===== src/rtl/imu_sample_feeder.sv =====
// Queues raw IMU samples and feeds the attitude filter one at a time, holding each result for the host.
// Latency: a sample written into an empty FIFO drives valid_in two edges later; s_ready drops only when the FIFO is full.
module imu_sample_feeder #(
   parameter int ACC_W   = 11,
   parameter int GYRO_W  = 14,
   parameter int Q_W     = 16,
   parameter int DEPTH   = 4,
   parameter int TIMEOUT = 1000
) (
   input  logic                      clk,
   input  logic                      rst,
   input  logic                      s_valid,
   output logic                      s_ready,
   input  logic signed [ACC_W-1:0]   s_a_x,
   input  logic signed [ACC_W-1:0]   s_a_y,
   input  logic signed [ACC_W-1:0]   s_a_z,
   input  logic signed [GYRO_W-1:0]  s_w_x,
   input  logic signed [GYRO_W-1:0]  s_w_y,
   input  logic signed [GYRO_W-1:0]  s_w_z,
   output logic                      valid_in,
   input  logic                      ready_in,
   output logic signed [ACC_W-1:0]   a_x,
   output logic signed [ACC_W-1:0]   a_y,
   output logic signed [ACC_W-1:0]   a_z,
   output logic signed [GYRO_W-1:0]  w_x,
   output logic signed [GYRO_W-1:0]  w_y,
   output logic signed [GYRO_W-1:0]  w_z,
   input  logic                      valid_out,
   output logic                      ready_out,
   input  logic signed [Q_W-1:0]     q_w_norm_output,
   input  logic signed [Q_W-1:0]     q_x_norm_output,
   input  logic signed [Q_W-1:0]     q_y_norm_output,
   input  logic signed [Q_W-1:0]     q_z_norm_output,
   output logic                      res_valid,
   output logic signed [Q_W-1:0]     res_q_w,
   output logic signed [Q_W-1:0]     res_q_x,
   output logic signed [Q_W-1:0]     res_q_y,
   output logic signed [Q_W-1:0]     res_q_z,
   output logic [7:0]                res_seq,
   input  logic                      rd_ack,
   input  logic                      err_clr,
   output logic [$clog2(DEPTH):0]    fifo_level,
   output logic                      err_timeout
);

   localparam int AW = $clog2(DEPTH);
   localparam int TW = $clog2(TIMEOUT + 1);

   typedef struct packed {
      logic signed [ACC_W-1:0]  ax;
      logic signed [ACC_W-1:0]  ay;
      logic signed [ACC_W-1:0]  az;
      logic signed [GYRO_W-1:0] wx;
      logic signed [GYRO_W-1:0] wy;
      logic signed [GYRO_W-1:0] wz;
   } sample_t;

   typedef struct packed {
      logic signed [Q_W-1:0] qw;
      logic signed [Q_W-1:0] qx;
      logic signed [Q_W-1:0] qy;
      logic signed [Q_W-1:0] qz;
   } quat_t;

   typedef enum logic [1:0] {IDLE, ISSUE, WAIT_RES} state_t;

   sample_t       r_mem [DEPTH];
   logic [AW-1:0] r_wr_ptr;
   logic [AW-1:0] r_rd_ptr;
   logic [AW:0]   r_level;
   sample_t       r_issue;
   logic          r_valid_in;
   quat_t         r_res;
   logic          r_res_valid;
   logic [7:0]    r_res_seq;
   logic          r_err;
   logic [TW-1:0] r_tcnt;
   state_t        r_state;

   state_t        w_state_nxt;
   sample_t       w_wr_dat;
   quat_t         w_q_in;
   logic          w_push;
   logic          w_pop;
   logic          w_load;
   logic          w_capture;
   logic          w_timeout;
   logic          w_ready_out;
   logic          w_full;

   assign w_wr_dat = '{ax: s_a_x, ay: s_a_y, az: s_a_z, wx: s_w_x, wy: s_w_y, wz: s_w_z};
   assign w_q_in   = '{qw: q_w_norm_output, qx: q_x_norm_output,
                       qy: q_y_norm_output, qz: q_z_norm_output};

   assign w_full  = (r_level == (AW+1)'(DEPTH));
   assign w_push  = s_valid && !w_full;
   assign s_ready = !w_full;

   always_ff @(posedge clk) begin
      if (w_push) begin
         r_mem[r_wr_ptr] <= w_wr_dat;
      end
   end

   always_ff @(posedge clk) begin
      if (rst) begin
         r_wr_ptr <= '0;
         r_rd_ptr <= '0;
         r_level  <= '0;
      end else begin
         if (w_push) r_wr_ptr <= r_wr_ptr + 1'b1;
         if (w_pop)  r_rd_ptr <= r_rd_ptr + 1'b1;
         case ({w_push, w_pop})
            2'b10:   r_level <= r_level + 1'b1;
            2'b01:   r_level <= r_level - 1'b1;
            default: r_level <= r_level;
         endcase
      end
   end

   always_ff @(posedge clk) begin
      if (rst) r_state <= IDLE;
      else     r_state <= w_state_nxt;
   end

   always_comb begin
      w_state_nxt = r_state;
      w_load      = 1'b0;
      w_pop       = 1'b0;
      w_capture   = 1'b0;
      w_timeout   = 1'b0;
      w_ready_out = 1'b0;
      case (r_state)
         IDLE: begin
            if (r_level != '0) begin
               w_load      = 1'b1;
               w_state_nxt = ISSUE;
            end
         end
         ISSUE: begin
            if (r_valid_in && ready_in) begin
               w_pop       = 1'b1;
               w_state_nxt = WAIT_RES;
            end
         end
         WAIT_RES: begin
            // A held, unread result blocks the filter unless the host frees it this same edge.
            w_ready_out = !r_res_valid || rd_ack;
            w_capture   = valid_out && w_ready_out;
            if (w_capture) begin
               w_state_nxt = IDLE;
            end else if (r_tcnt == TW'(TIMEOUT - 1)) begin
               w_timeout   = 1'b1;
               w_state_nxt = IDLE;
            end
         end
         default: w_state_nxt = IDLE;
      endcase
   end

   assign ready_out = w_ready_out;

   always_ff @(posedge clk) begin
      if (rst) begin
         r_issue    <= '0;
         r_valid_in <= 1'b0;
      end else if (w_load) begin
         r_issue    <= r_mem[r_rd_ptr];
         r_valid_in <= 1'b1;
      end else if (w_pop) begin
         r_valid_in <= 1'b0;
      end
   end

   always_ff @(posedge clk) begin
      if (rst)                      r_tcnt <= '0;
      else if (r_state != WAIT_RES) r_tcnt <= '0;
      else if (!w_capture)          r_tcnt <= r_tcnt + TW'(1);
   end

   always_ff @(posedge clk) begin
      if (rst) begin
         r_res       <= '0;
         r_res_valid <= 1'b0;
         r_res_seq   <= '0;
      end else if (w_capture) begin
         r_res       <= w_q_in;
         r_res_valid <= 1'b1;
         r_res_seq   <= r_res_seq + 8'd1;
      end else if (rd_ack && r_res_valid) begin
         r_res_valid <= 1'b0;
      end
   end

   // A timeout on the same edge as err_clr keeps the flag set.
   always_ff @(posedge clk) begin
      if (rst)            r_err <= 1'b0;
      else if (w_timeout) r_err <= 1'b1;
      else if (err_clr)   r_err <= 1'b0;
   end

   assign valid_in    = r_valid_in;
   assign a_x         = r_issue.ax;
   assign a_y         = r_issue.ay;
   assign a_z         = r_issue.az;
   assign w_x         = r_issue.wx;
   assign w_y         = r_issue.wy;
   assign w_z         = r_issue.wz;
   assign res_valid   = r_res_valid;
   assign res_q_w     = r_res.qw;
   assign res_q_x     = r_res.qx;
   assign res_q_y     = r_res.qy;
   assign res_q_z     = r_res.qz;
   assign res_seq     = r_res_seq;
   assign fifo_level  = r_level;
   assign err_timeout = r_err;

endmodule


===== config.mk =====
export PLATFORM = sky130hd
export DESIGN_NAME = imu_sample_feeder
export DESIGN_NICKNAME = d
export VERILOG_FILES = /design/src/rtl/imu_sample_feeder.sv
export SDC_FILE = /design/constraint.sdc
export NUM_CORES = 1
export LEC_CHECK = 0
export ABC_CLOCK_PERIOD_IN_PS = 3370
export CORE_MARGIN = 2
export CORE_UTILIZATION = 52
export DETAILED_ROUTE_END_ITERATION = 10
export PLACE_DENSITY = 0.81
export SLEW_MARGIN = 30
export SYNTH_ARGS = -nofsm -noshare
export SYNTH_HDL_FRONTEND = slang
export SYNTH_SLANG_ARGS = --single-unit
export TNS_END_PERCENT = 1

===== constraint.sdc =====
create_clock -name clk -period 3.37 [get_ports clk]
set_input_delay 0.337 -clock clk [delete_from_list [all_inputs] [get_ports clk]]
set_output_delay 0.337 -clock clk [all_outputs]
set_load 0.005 [all_outputs]

## Yosys cells after proc, flatten, opt, wreduce, memory -nomap -nowiden

Memory sizes are Yosys's and may differ from the RTL's. A register that Yosys moved wholly into a read port is not among the register bits.
Index checks and enable logic that the tools add are counted.

| storage, ports and cells | value |
|---|---|
| register bits after elaboration | 94 |
| memory bits (writable) | 300 |
| bits of input ports | 146 |
| output and inout port bits | 155 |
| memories | 1 |

| cells by class | value |
|---|---|
| $add $sub $neg | 6 |
| eq/ne operators | 10 |
| muxes and demuxes | 23 |
| reductions and logical operators | 15 |

Memories:

| memory | words | bits a word | read ports | clocked after Yosys merged registers in | wr ports | RTL line | text |
|---|---|---|---|---|---|---|---|
| r_mem | 4 | 75 | 1 | 1 | 1 | 67 | `sample_t r_mem [DEPTH];` |

Operators with widths:

| operator | number |
|---|---|
| $mux 1 | 17 |
| $add 10x1->10 const B | 1 |
| $eq 10x10->1 const B | 1 |
| $add 8x1->8 const B | 1 |
| $mux 2 | 4 |
| $reduce_bool 2->1 | 4 |
| $ne 2x2->1 const B | 3 |
| $pmux 2 s3 | 1 |
| $pmux 3 s2 | 1 |
| $add 2x1->2 const B | 2 |
| $eq 2x1->1 const B | 2 |
| $eq 2x2->1 const B | 2 |
| $logic_and 1x1->1 | 4 |
| $add 3x1->3 const B | 1 |
| $eq 3x3->1 const B | 1 |
| $ne 3x3->1 const B | 1 |
| $reduce_and 3->1 | 1 |
| $reduce_bool 3->1 | 1 |
| $sub 3x1->3 const B | 1 |
| $logic_not 1->1 | 2 |
| $logic_not 2->1 | 1 |
| $reduce_or 2->1 | 1 |
| $logic_or 1x1->1 | 1 |

## Longest topological paths before layout

| logic depth | value |
|---|---|
| depth in word-level cells | 6 |
| gate-level depth with buffers | 9 |

## Worst setup path before layout

No wires, ideal clock.

| path | value |
|---|---|
| path type | register to register |
| start | register r_level[0], in the netlist fifo_level[0] |
| end | memory r_mem[0][0] (netlist bit) (enable) |
| data arrival time | 2.413 ns |
| required time | 2.928 ns |
| slack | 0.514 ns |
| cell stages (with the launch flop) | 3 |
| buffers on the path | 0 |
| clock period less this slack | 2.856 ns |
| path through | dfxtp_1 or3b_1 and3_1 |

| between the ends | value |
|---|---|
| cells in the longest elaborated chain, start to end | 5 |

Ends and longest elaborated chain:

| what | RTL line | text |
|---|---|---|
| from (decl) | 70 | `logic [AW:0] r_level;` |
| from (signal assigned) | 114 | `2'b10: r_level <= r_level + 1'b1;` |
| from (signal assigned) | 115 | `2'b01: r_level <= r_level - 1'b1;` |
| from (signal assigned) | 116 | `default: r_level <= r_level;` |
| $eq 3x3->1 | 95 | `assign w_full = (r_level == (AW+1)'(DEPTH));` |
| $logic_not 1->1 | - |  |
| named net s_ready | 13 | `output logic s_ready,` |
| $logic_and 1x1->1 | 96 | `assign w_push = s_valid && !w_full;` |
| $mux 1 | 100 | `if (w_push) begin` |
| $mux 1 (not written as such) | 101 | `r_mem[r_wr_ptr] <= w_wr_dat;` |
| to (decl) | 67 |  |

The timed path passes the listed nets, and every way through them passes these cells.

## Worst setup path after layout

| path | value |
|---|---|
| start | register r_level[0], in the netlist fifo_level[0] |
| end | register r_level[2], in the netlist fifo_level[2] |

| between the ends | value |
|---|---|
| cells in the longest elaborated chain, start to end | 5 |

Ends and longest elaborated chain:

| what | RTL line | text |
|---|---|---|
| $eq 3x3->1 | 95 |  |
| $logic_not 1->1 | 96 |  |
| $logic_and 1x1->1 | 96 |  |
| $eq 2x1->1 or $eq 2x2->1 (tied branches) | 113 | `case ({w_push, w_pop})` |
| $pmux 3 s2 or $reduce_bool 2->1 (tied branches) | - |  |

Parallel ways exist; a longest one is shown, timed or not.
A chain may end at the register's enable or synchronous reset.

==> key figures <==
Drt
  – Drc violations: 0
  – Number of DRC markers in iteration 0: 668
  – TritonRoute pass-1 iters: 5
  – Drt via density: 5.429
  – DRT Wirelength: 38490 um
  – Vias post-DR: about 11000
  – WL per Instance: 19.76 um
  – Antenna Nets Post-Route: 0

Worst hold path
  – Hold crit path type: in -> reg

Power and ir drop
  – Switching share of power: 22.93%
  – Pint: 9.956 mW
  – Flop pwr share: 51.3%
  – Pwr Total: ~13 mW
  – Clock network power share: 37.7%
  – Leakage: between 7 and 8 nW
  – Combinational share of power: around 11%
  – Pwr dens: 588.2 nW/um2
  – NetSw: 2.962 mW
  – Peak supply drop: 446.2 uV

STA
  – Setup violations, final: 0
  – Max Freq: roughly 390 MHz
  – Final min period: about 2.6 ns
  – Worst setup skew after layout: 0.02609 ns
  – Final number of hold-violating endpoints: 0
  – Slew Viols, Final: 0
  – RSZ-0062 raised after global routing: false
  – Final period util: about three quarters
  – Worst slew pin tran: between 0.8 and 0.9 ns
  – Setup TNS: 0 ns
  – Slew Limit Headroom: around 46%

Global routing
  – Global-route wire length before repair: between 50000 and 60000 um
  – Grt ovf: 0
  – Pin count of the biggest net entering global routing: 86
  – GRT Total Usage: 22.20%
  – Vias in the first global route: 10626
  – Antenna violations before repair: 5

Die
  – CORE AREA: about 32000 um2
  – # rows: 66
  – Die ar.: ~34000 um2
  – Die Wd: about 180 um
  – Initial Utilization: around 52%
  – IO Pins: approximately 300
  – Die H: 184.7 um

Yosys
  – Netlist cell types: 35
  – Post-Syn Instances: 1168
  – Mean Syn Cell Area: 14.53 um2
  – Sequential-to-total area share from yosys stat: 73.02%
  – Mapped cell area: 16970 um2
  – Syn nets: ~1300
  – Synth Warn #: 0
  – Yosys reg bits: 469

Place
  – RePlAce Congestion: 0.7750
  – Placed cell area: 20480 um2
  – DP HPWL: 23440 um
  – Placed insts: 1855
  – Port Buffers: 300

Worst setup path
  – Critical path launch point type: register
  – CP cell instances: or3b_1 -> and2_1 -> inv_1 -> ha_1 -> inv_1 -> fa_1 -> xor2_1 -> or3_1 -> a21oi_1
  – CP delay by family, top: simple AND/OR/NAND/NOR gates
  – Kind of critical path: reg -> reg
  – Most common cell on crit path: inv_1
  – Critical Path RT: approximately 3.8 ns
  – Worst setup EP type: register
  – Critical path fanouts, max: 6
  – Max stage delay on crit path: 0.49 ns
  – Arr. time, crit path: 3.03 ns
  – Critical path's slowest cell: or3b_1
  – CP bufs+invs: 2

Clock network
  – H-tree depth: 2
  – Worst-Skew Late Latency: 0.55 ns
  – Clock buffer count from CTS: 47
  – Clock Path Buffers: 3
  – Clk slew on worst S/H paths: 0.06 ns
  – Postcts setup bufs: 0
  – CTS tree: done
  – Clock Tree Root: clkbuf_16
  – CTS Hold Buffers Added: 0
  – CTS Sinks: 469
  – PostCTS Resize Cnt: 0

Layout
  – Area Growth Syn to Fin: 29.41%
  – Layout cells sized above 1: a little under an eighth
  – Design Area, Final: roughly 22000 um2
  – Finished Layout Cells: 1948
  – Final net count: 1616

Job
  – Max-cap check violation count: 0

Outcome
  – Status: finished, final reports clean
[path summary, 6_finish.rpt]
path / startpoint / endpoint / slack [ns] / cells after the start
setup / recovery: fifo_level[0] / fifo_level[2] / 0.80 / 9
setup reg to reg: fifo_level[0] / fifo_level[2] / 0.80 / 9
hold / removal: rst / res_seq[7] / 0.34 / 2
hold reg to reg: a_z[7] / a_z[7] / 0.45 / 2
[registers in the layout, summed over array words and instances, names as in the netlist, 3 cells and up]
register    cells
a_x            11
res_q_y        16
w_z            14
res_seq         8
a_y            11
res_q_z        16
w_y            14
r_tcnt         10
res_q_x        16
w_x            14
fifo_level      3
a_z            11
res_q_w        16
r_mem         300
[layer usage]
layer | vias up | track usage (%) | part of all wire, %
met2 | 382 | 40.89 | 52
met1 | 5264 | 25.25 | 37
met4 | 2 | 8.127 | 3.4
met5 | - | 0 | 0.029
met3 | 77 | 4.959 | 7.5
li1 | 4850 | - | -
[final cells by class]
cell class | instances | area (um2)
Antenna cell | 6 | 15.01
Clock buffer | 71 | 1356
Clock inverter | 16 | 110.1
Fill cell | 2278 | 10410
Inverter | 10 | 37.54
Multi-Input combinational cell | 618 | 4258
Sequential cell | 469 | 12400
Tap cell | 442 | 553.0
Timing Repair Buffer | 316 | 3233
[worst register-to-register path: stages, from the launching register on]
cell and delay (ns):
dfxtp_1 0.35, or3b_1 0.49, and2_1 0.24, inv_1 0.09, ha_1 0.21, inv_1 0.07, fa_1 0.39, xor2_1 0.17
or3_1 0.31, a21oi_1 0.15
[cell usage in the layout, fill, tap and decap left out, types with 3 or more instances in the layout]
cell and count:
clkinv_1 4, xor2_1 6, dfxtp_1 167, buf_4 8, nand3_1 5, buf_12 9
clkbuf_1 15, a31oi_1 3, clkinv_2 6, inv_1 10, ha_1 7, clkbuf_8 9
clkdlybuf4s50_1 299, diode_2 6, edfxtp_1 300, nand2b_1 3, xnor2_1 11, nand2_1 291
o31ai_1 3, clkbuf_16 47, a21oi_1 153, mux4_2 75, nor4_1 4, nand4_1 8
or4_1 3, and3_4 5, nor2_1 21
[synthesized netlist by cell type]
cell	count	area share [%]
a21bo_2	1	0.059
ha_1	7	0.52
nor2_1	21	0.46
a31oi_1	3	0.11
nor3_1	3	0.088
a21oi_1	153	4.5
buf_1	9	0.20
and3_4	1	0.066
or3b_1	1	0.052
o21ai_0	2	0.059
and3_1	6	0.22
fa_1	1	0.12
or3_1	2	0.074
nor2b_1	2	0.074
buf_6	2	0.13
dfxtp_1	169	20
nand2b_1	3	0.11
or4_1	3	0.13
and2_1	2	0.074
buf_2	18	0.53
nand4b_1	1	0.052
nand3_1	6	0.18
nand4_1	8	0.29
buf_4	3	0.13
edfxtp_1	300	53
clkbuf_1	39	0.86
nand2_1	291	6.4
a32oi_1	1	0.052
nor4_1	4	0.15
mux4_2	75	10
o31ai_1	3	0.13
xor2_1	6	0.31
xnor2_1	11	0.57
a311oi_1	1	0.052
inv_1	10	0.22
[power groups by stage]
stage               Clock (mW)  Sequential, mW  Combinational [mW]
CTS                       4.95            6.63                1.44
detailed placement           0            6.75                1.42
global placement             0            6.73                1.39
global route              5.18            6.66                1.53
floorplan                    0            6.73               0.622
finish                    4.88            6.63                1.41
[cells by family (layout without fill, tap and decap cells)]
kind of cell    after synthesis  after routing  synth area share, %
flops                       469            469                73.02
simple gates                354            354                8.464
compound gates              164            164                4.976
buf+inv                      81            413                2.079
mux                          75             75                9.953
xor+xnor                     17             17               0.8773
fa+ha+maj                     8              8               0.6340
other cells                   0              6                    0
[metrics by stage]
stage | hold slack (ns) | util (%) | setup slack [ns]
after floorplan | 0.4359 | - | 0.5145
after global placement | 0.4409 | 63.27 | 0.9524
after detailed placement | 0.4460 | 63.27 | 0.8681
after CTS | 0.3394 | 67.80 | 0.8336
after global routing | 0.3485 | 67.82 | 0.7041
final | 0.3448 | 67.85 | 0.7956
(Power assumes the default switching activity.)
